### src/rtl/fib_sequencer_if.sv
// ============================================================================
// Module   : fib_sequencer_if
// Purpose  : Host handshake plus leaf-accumulator strobes for fib_sequencer.
// Revision : 1.0
// ============================================================================
`default_nettype none

interface fib_sequencer_if;
   logic       start;
   logic [3:0] n_in;
   logic [4:0] acc_val;
   logic       acc_inc;
   logic       acc_clr;
   logic       busy;
   logic       done;
   logic       err;
   logic [4:0] result;

   // master: host plus accumulator side; slave: the sequencer itself
   modport master (
      output start, n_in, acc_val,
      input  acc_inc, acc_clr, busy, done, err, result
   );

   modport slave (
      input  start, n_in, acc_val,
      output acc_inc, acc_clr, busy, done, err, result
   );
endinterface

`default_nettype wire

### src/rtl/fib_sequencer.sv
// ============================================================================
// Module   : fib_sequencer
// Purpose  : Stack-based recursive Fibonacci control FSM driving a leaf counter.
// Revision : 1.0
// ============================================================================
`default_nettype none

module fib_sequencer #(
   parameter int DEPTH = 8,
   parameter int NMAX  = 7
) (
   input  wire logic        clk,
   input  wire logic        rst_n,
   fib_sequencer_if.slave   bus
);

   localparam int             AW        = (DEPTH > 1) ? $clog2(DEPTH) : 1;
   localparam int             SPW       = $clog2(DEPTH + 1);
   localparam logic [SPW-1:0] c_sp_full = SPW'(DEPTH);
   localparam logic [3:0]     c_nmax    = 4'(NMAX);

   typedef enum logic [2:0] {
      S_IDLE  = 3'd0,
      S_CLR   = 3'd1,
      S_POP   = 3'd2,
      S_EVAL  = 3'd3,
      S_PUSH2 = 3'd4,
      S_DONE  = 3'd5
   } state_t;

   state_t         r_state, w_state_nxt;
   logic [SPW-1:0] r_sp, w_sp_nxt, w_top_idx;
   logic [2:0]     r_x, w_x_nxt;
   logic [2:0]     r_n, w_n_nxt;
   logic [2:0]     r_stack [DEPTH];
   logic           r_err, w_err_nxt;
   logic [4:0]     r_result, w_result_nxt;
   logic           w_push;
   logic [AW-1:0]  w_push_addr;
   logic [2:0]     w_push_data;

   always_ff @(posedge clk or negedge rst_n) begin
      if (!rst_n) begin
         r_state  <= S_IDLE;
         r_sp     <= '0;
         r_x      <= '0;
         r_n      <= '0;
         r_err    <= 1'b0;
         r_result <= '0;
         for (int i = 0; i < DEPTH; i++) begin
            r_stack[i] <= '0;
         end
      end else begin
         r_state  <= w_state_nxt;
         r_sp     <= w_sp_nxt;
         r_x      <= w_x_nxt;
         r_n      <= w_n_nxt;
         r_err    <= w_err_nxt;
         r_result <= w_result_nxt;
         if (w_push) begin
            r_stack[w_push_addr] <= w_push_data;
         end
      end
   end

   always_comb begin
      w_state_nxt  = r_state;
      w_sp_nxt     = r_sp;
      w_x_nxt      = r_x;
      w_n_nxt      = r_n;
      w_err_nxt    = 1'b0;
      w_result_nxt = r_result;
      w_push       = 1'b0;
      w_push_addr  = r_sp[AW-1:0];
      w_push_data  = '0;
      w_top_idx    = r_sp - 1'b1;

      case (r_state)
         S_IDLE: begin
            if (bus.start) begin
               if (bus.n_in > c_nmax) begin
                  w_err_nxt = 1'b1;
               end else begin
                  w_n_nxt     = bus.n_in[2:0];
                  w_state_nxt = S_CLR;
               end
            end
         end
         S_CLR: begin
            w_push      = 1'b1;
            w_push_addr = '0;
            w_push_data = r_n;
            w_sp_nxt    = SPW'(1);
            w_state_nxt = S_POP;
         end
         S_POP: begin
            if (r_sp == '0) begin
               w_state_nxt = S_DONE;
            end else begin
               w_x_nxt     = r_stack[w_top_idx[AW-1:0]];
               w_sp_nxt    = w_top_idx;
               w_state_nxt = S_EVAL;
            end
         end
         S_EVAL: begin
            if (r_x < 3'd2) begin
               w_state_nxt = S_POP;
            end else if (r_sp == c_sp_full) begin
               w_err_nxt   = 1'b1;
               w_state_nxt = S_IDLE;
            end else begin
               w_push      = 1'b1;
               w_push_data = r_x - 3'd1;
               w_sp_nxt    = r_sp + 1'b1;
               w_state_nxt = S_PUSH2;
            end
         end
         S_PUSH2: begin
            // x-2 lands on top, so that subtree is expanded first
            if (r_sp == c_sp_full) begin
               w_err_nxt   = 1'b1;
               w_state_nxt = S_IDLE;
            end else begin
               w_push      = 1'b1;
               w_push_data = r_x - 3'd2;
               w_sp_nxt    = r_sp + 1'b1;
               w_state_nxt = S_POP;
            end
         end
         S_DONE: begin
            w_result_nxt = bus.acc_val;
            w_state_nxt  = S_IDLE;
         end
         default: begin
            w_state_nxt = S_IDLE;
         end
      endcase
   end

   // Strobes depend only on registered state so the accumulator never sees input glitches
   assign bus.acc_clr = (r_state == S_CLR);
   assign bus.acc_inc = (r_state == S_EVAL) && (r_x < 3'd2);
   assign bus.busy    = (r_state != S_IDLE);
   assign bus.done    = (r_state == S_DONE);
   assign bus.err     = r_err;
   assign bus.result  = r_result;

endmodule

`default_nettype wire

### src/flat_wrapper.sv
// flat-port wrapper written by rule: the top's interface ports become plain ports
module fib_sequencer_flat 
#(
   parameter int DEPTH = 8,
   parameter int NMAX  = 7
)
  (clk, rst_n, bus_start, bus_n_in, bus_acc_val, bus_acc_inc, bus_acc_clr, bus_busy, bus_done, bus_err, bus_result);
  fib_sequencer_if bus_i ();
  input  wire logic clk;
  input  wire logic rst_n;
  input wire logic [$bits(bus_i.start)-1:0] bus_start;
  input wire logic [$bits(bus_i.n_in)-1:0] bus_n_in;
  input wire logic [$bits(bus_i.acc_val)-1:0] bus_acc_val;
  output wire logic [$bits(bus_i.acc_inc)-1:0] bus_acc_inc;
  output wire logic [$bits(bus_i.acc_clr)-1:0] bus_acc_clr;
  output wire logic [$bits(bus_i.busy)-1:0] bus_busy;
  output wire logic [$bits(bus_i.done)-1:0] bus_done;
  output wire logic [$bits(bus_i.err)-1:0] bus_err;
  output wire logic [$bits(bus_i.result)-1:0] bus_result;
  assign bus_i.start = bus_start;
  assign bus_i.n_in = bus_n_in;
  assign bus_i.acc_val = bus_acc_val;
  assign bus_acc_inc = bus_i.acc_inc;
  assign bus_acc_clr = bus_i.acc_clr;
  assign bus_busy = bus_i.busy;
  assign bus_done = bus_i.done;
  assign bus_err = bus_i.err;
  assign bus_result = bus_i.result;
  fib_sequencer #(.DEPTH(DEPTH), .NMAX(NMAX)) u_core (.clk(clk), .rst_n(rst_n), .bus(bus_i));
endmodule
### config.mk
export PLATFORM = sky130hd
export DESIGN_NAME = fib_sequencer_flat
export DESIGN_NICKNAME = d
export VERILOG_FILES = /design/src/rtl/fib_sequencer_if.sv /design/src/rtl/fib_sequencer.sv /design/src/flat_wrapper.sv
export SDC_FILE = /design/constraint.sdc
export NUM_CORES = 1
export LEC_CHECK = 0
export CORE_AREA = 2 2 88 111
export CTS_CLUSTER_DIAMETER = 40
export DETAILED_ROUTE_END_ITERATION = 16
export DIE_AREA = 0 0 90 113
export GPL_ROUTABILITY_DRIVEN = 0
export PLACE_DENSITY = 0.48
export SLEW_MARGIN = 20
export SYNTH_ARGS = -nofsm -noshare
export SYNTH_HDL_FRONTEND = slang
export SYNTH_SLANG_ARGS = --single-unit
### constraint.sdc
create_clock -name clk -period 4.3 [get_ports clk]
set_input_delay 0.645 -clock clk [delete_from_list [all_inputs] [get_ports clk]]
set_output_delay 0.645 -clock clk [all_outputs]
set_load 0.02 [all_outputs]
==> results_dict.tcl, run 1 <==
set metrics [dict create \
    totalWireLength_um 5140 \
    hold_slack_ns 0.343 \
    cts_hold_buf 0 \
    syn_inst 190 \
    cts_buffers 5 \
    grt_pass1_wl_um 8490 \
    syn_nets 207 \
    worstHoldPathType "in2async" \
    core_area_um2 9080 \
    clock_sinks 43 \
    wl_met3_um 254 \
    worst_pin_slew_ns 0.727 \
    grt-ovfl-total 0 \
    r2r_slack_ns 1.57 \
    drv_cap 0 \
    ant_nets 0 \
    path_class "reg2out" \
    post_cts_buffers 0 \
    cts_root_buffer "clkbuf_16" \
    syn_area_per_cell_um2 12.2 \
    antenna_found_initial 0 \
    dieHeight_um 113 \
    place.detailed.hpwl_um 3780 \
    leakage_nw 1.22 \
    initial_core_util_pct 25.4 \
    nets 227 \
    seq_area_frac_synth_pct 46.6 \
    top_layer "met4" \
    setup_viol 0 \
    portBuffers 21 \
    drive_gt1_share_pct 23.7 \
    timing.rr.end "u_core.r_stack[16]" \
    arrival_ns 2.15 \
    rsz0062_at_grt "no" \
    stdcell_count 334 \
    skew_ns 0.00423 \
    cts_buffer_depth 2 \
    async_flop_share_pct 100 \
    cts.htree.levels 2 \
    slew_violations 0 \
    required_ns 3.65 \
    synth_cell_types 45 \
    die_w_um 90 \
    hold_viol 0 \
    final_common_cell "dfrtp_1" \
    clock_latency_ns 0.28 \
    ioPinCount 22 \
    r2r-start "u_core.r_sp[0]" \
    cts_tree "built" \
    yosys_register_bits 43 \
    wl_met2_um 2700 \
    drtIter0Drc 81 \
    ys_warn_count 0 \
    worstPathMaxFanout 14 \
    wl_met1_um 2030 \
    fin_crit_ns 2.80 \
    start_kind "flop" \
    n_antenna_cell 0 \
    worstSetupEndpointType "output pin" \
    final_cell_mix "dfrtp_1, mux2_2, clkdlybuf4s50_1" \
    cts_resized 0 \
    grt_max_degree 44 \
    relSlewSlack_pct 51.5 \
    clkTransAtPathRegs_ns 0.06 \
    wl_per_cell_um 15.4 \
    tns_ns 0 \
    powerDensity_nw_per_um2 683 \
    rr_worst_depth 6 \
    syn2layout_area_growth_pct 22.2 \
    status "finished clean" \
    grt_pass1_vias 1609 \
    via_per_inst 4.74 \
    syn_area_um2 2310 \
    max-vdd-ir-drop_mv 0.189 \
    dr.pass1.iters 4 \
    fmax_mhz 357 \
    row_count 39 \
    synth_edf_count 0 \
    fin_crit_sh_pct 65.1 \
    dieArea_um2 10200 \
    grt_util_all_layers_pct 10.6 \
    place_inst 325 \
    vias 1583 \
    synth_flop_cell "dfrtp_1" \
    drc 0 \
]
[kinds of logic (layout without fill, tap and decap cells)]
kind of cell | after synthesis | after routing | share of synthesized area, %
simple gates | 44 | 44 | 12.5
flops | 43 | 43 | 46.6
compound gates | 31 | 31 | 9.86
fa+ha+maj | 5 | 5 | 2.71
mux | 44 | 44 | 24.2
xor+xnor | 2 | 2 | 0.759
buf+inv | 21 | 42 | 3.47
[flip-flops by register name (all words and copies together) (netlist names)]
signal / count
u_core.bus.err: 1
u_core.bus.result: 5
u_core.r_n: 3
u_core.r_sp: 4
u_core.r_stack: 24
u_core.r_state: 3
u_core.r_x: 3
[critical path: stages (launching register included)]
cell and delay (ns):
dfrtp_1 0.58, inv_1 0.10, or3_1 0.51, inv_1 0.09
clkdlybuf4s50_1 0.59
[worst max-delay path by stage]
stage | to | slack [ns] | cells after the start | from
detailed placement | u_core.r_stack[15] | 1.56 | 6 | u_core.r_sp[0]
finish | bus_done | 1.50 | 4 | u_core.r_state[0]
floorplan | u_core.r_stack[10] | 2.05 | 7 | u_core.r_sp[1]
global placement | u_core.r_stack[12] | 1.63 | 6 | u_core.r_sp[0]
CTS | bus_done | 1.50 | 4 | u_core.r_state[0]
global route | bus_done | 1.35 | 4 | u_core.r_state[0]
[report_power, final]
group | leakage, nW | total [mW] | internal [mW] | switching (mW)
sequential | 0.568 | 0.692 | 0.528 | 0.163
combinational | 0.572 | 0.836 | 0.417 | 0.419
clock | 0.0772 | 0.399 | 0.247 | 0.152
[per-stage QoR]
stage               area [um^2]  worst slack (ns)  total power, mW  util, %
finish                     2820              1.50             1.93     31.1
global placement           2640              1.63             1.54     29.1
CTS                        2790              1.50             1.95     30.8
detailed placement         2640              1.56             1.54     29.1
floorplan                  2310              2.05             1.27        -
global route               2820              1.35             2.07     31.1
[cell usage after synthesis (2+ instances only)]
library cell  instances  area (um^2)
mux4_2                6          135
nor4_2                2         25.0
mux2i_1               4         40.0
nor3_1                2         10.0
or4_4                 3         33.8
a22o_1                3         26.3
inv_1                11         41.3
or3_1                 3         18.8
mux2_1                9          101
mux2_2               25          282
a21oi_1               5         25.0
nor3b_1               4         30.0
o22ai_1               5         31.3
nand2b_1              3         18.8
nand2_1               9         33.8
nor2_1                4         15.0
clkbuf_1              9         33.8
and3b_1               2         17.5
and2_1                4         25.0
dfrtp_1              43         1080
o21ai_0               6         30.0
ha_1                  5         62.6
[area by class of cell]
cell class	count	area (um^2)
sequential	43	1080
inverter	11	41.3
fill	933	6250
multi-input combinational	126	1150
timing repair buffer	23	240
tap	123	154
clock buffer	8	156
[per-layer routing]
layer  vias up  GRT usage, %
li1        745             -
met1       774          11.3
met2        51          19.0
met3        13          3.13
met4         0          5.33
met5         -             0
(Power assumes the default switching activity.)
==> run 2: changes to the inputs <==
Settings changed: PLACE_DENSITY 0.48 to 0.49.
Clock period 4.3 ns to 2.3 ns, I/O delays scaled along.
==> run 2 against run 1 <==
Effect of this change:
- count of clock-buffer cells in the layout fell by 2
- non-clock buffer count rose by 14
- worst setup slack got worse by 1.4 ns
- sequential share of layout area fell by 1.1 points
- largest cell class unchanged
- die area did not move
==> results_dict.tcl, run 2 (synthesis results as in run 1) <==
set metrics [dict create \
    initial_core_util_pct 25.4 \
    core_area_um2 9080 \
    hold_slack_ns 0.131 \
    skew_ns 0.00798 \
    finalPower_mw 3.73 \
    antenna_found_initial 0 \
    final_common_cell "dfrtp_1" \
    die_w_um 90 \
    rsz0062_at_grt "no" \
    via_per_inst 4.62 \
    syn2layout_area_growth_pct 25.8 \
    worstSetupEndpointType "output pin" \
    fmax_mhz 462 \
    clock_latency_ns 0.28 \
    grt_util_all_layers_pct 10.8 \
    post_cts_buffers 0 \
    regMostFlops "u_core.r_stack" \
    worstHoldPathType "in2async" \
    leakage_nw 1.28 \
    fin_crit_sh_pct 94.0 \
    worst_pin_slew_ns 0.540 \
    wl_per_cell_um 14.7 \
    cts_tree "built" \
    grt-ovfl-total 0 \
    dr.pass1.iters 4 \
    clock_sinks 43 \
    totalWireLength_um 5100 \
    hold_viol 0 \
    cts_buffers 5 \
    slowest_stage "clkdlybuf4s50_1" \
    cts_root_buffer "clkbuf_16" \
    n_antenna_cell 0 \
    clkTransAtPathRegs_ns 0.07 \
    critPathMaxStageDelay_ns 0.69 \
    vias 1607 \
    fin_crit_ns 2.16 \
    nets 241 \
    max-vdd-ir-drop_mv 0.340 \
    relSlewSlack_pct 64.0 \
    required_ns 1.96 \
    drive_gt1_share_pct 29.3 \
    drv_cap 0 \
    dieHeight_um 113 \
    drc 0 \
    grt_pass1_vias 1636 \
    grt_max_degree 44 \
    tns_ns 0 \
    powerDensity_nw_per_um2 1290 \
    largest_reg_flops 24 \
    cts_buffer_depth 2 \
    cts.htree.levels 2 \
    portBuffers 21 \
    post-route-util_pct 32.0 \
    critical_path.cell_chain "nor3b_1, clkdlybuf4s50_1" \
    arrival_ns 1.82 \
    dpl_cell_area_um2 2750 \
    status "finished clean" \
    ant_nets 0 \
    rr_worst_depth 6 \
    worstPathMaxFanout 14 \
    final_area_um2 2910 \
    start_kind "flop" \
    row_count 39 \
    grt_pass1_wl_um 8830 \
    final_cell_mix "dfrtp_1, mux2_2, clkdlybuf4s50_1" \
    setup_viol 0 \
    path_class "reg2out" \
    ioPinCount 22 \
    slew_violations 0 \
    place.detailed.hpwl_um 3840 \
    drtIter0Drc 58 \
    dieArea_um2 10200 \
]
## run 2: timing repair
action                                  4_1_cts  5_1_grt
endpoints found under the setup margin        2        0
gates resized for setup                       2        0
hold buffers                                  0        0
## run 2: worst paths after layout
path                       slack, ns                from                 end
setup reg to reg                0.18      u_core.r_sp[1]   u_core.r_stack[9]
hold / removal                  0.13               rst_n       u_core.r_n[2]
max in group asynchronous       1.77               rst_n   u_core.r_state[0]
hold reg to reg                 0.50  u_core.r_stack[20]  u_core.r_stack[20]
setup / recovery                0.14   u_core.r_state[0]         bus_acc_clr
min in group clk                0.50  u_core.r_stack[20]  u_core.r_stack[20]
## run 2: final cells by class
cell class / instances / area (um^2)
Timing Repair Buffer: 37 / 324
Tap cell: 123 / 154
Fill cell: 954 / 6170
Clock inverter: 2 / 16.3
Multi-Input combinational cell: 126 / 1150
Clock buffer: 6 / 139
Inverter: 11 / 41.3
Sequential cell: 43 / 1080
## run 2: power by group
| part | leakage [nW] | internal (mW) | switching (mW) |
|---|---|---|---|
| Combinational | 0.637 | 0.894 | 0.939 |
| Clock | 0.0731 | 0.434 | 0.295 |
| Sequential | 0.567 | 0.992 | 0.181 |
## run 2: worst max-delay path, delay by kind of cell (launching register included)
kind,cells,cell delay (ns)
simple gates,1,0.36
buf+inv,1,0.69
flops,1,0.49
## run 2: metal layers
metal	global-route usage (%)	up-vias	wire (um)
li1	-	771	-
met5	0	-	0
met1	13.5	799	2250
met2	18.9	32	2600
met3	2.66	5	193
met4	2.77	0	56
## run 2: through the flow
| step | setup WS (ns) | std cells |
|---|---|---|
| after global placement | 0.207 | 340 |
| after detailed placement | 0.168 | 340 |
| after floorplan | 0.0504 | 190 |
| after CTS | 0.0823 | 348 |
| final | 0.137 | 348 |
| after global routing | 0.0635 | 348 |
==> run 3: changes to the inputs <==
Settings changed: CTS_CLUSTER_DIAMETER 40 to default, SLEW_MARGIN 20 to 40.
==> results of run 3 <==
Same layout as run 2: the final DEF is identical, and so are final timing and power.
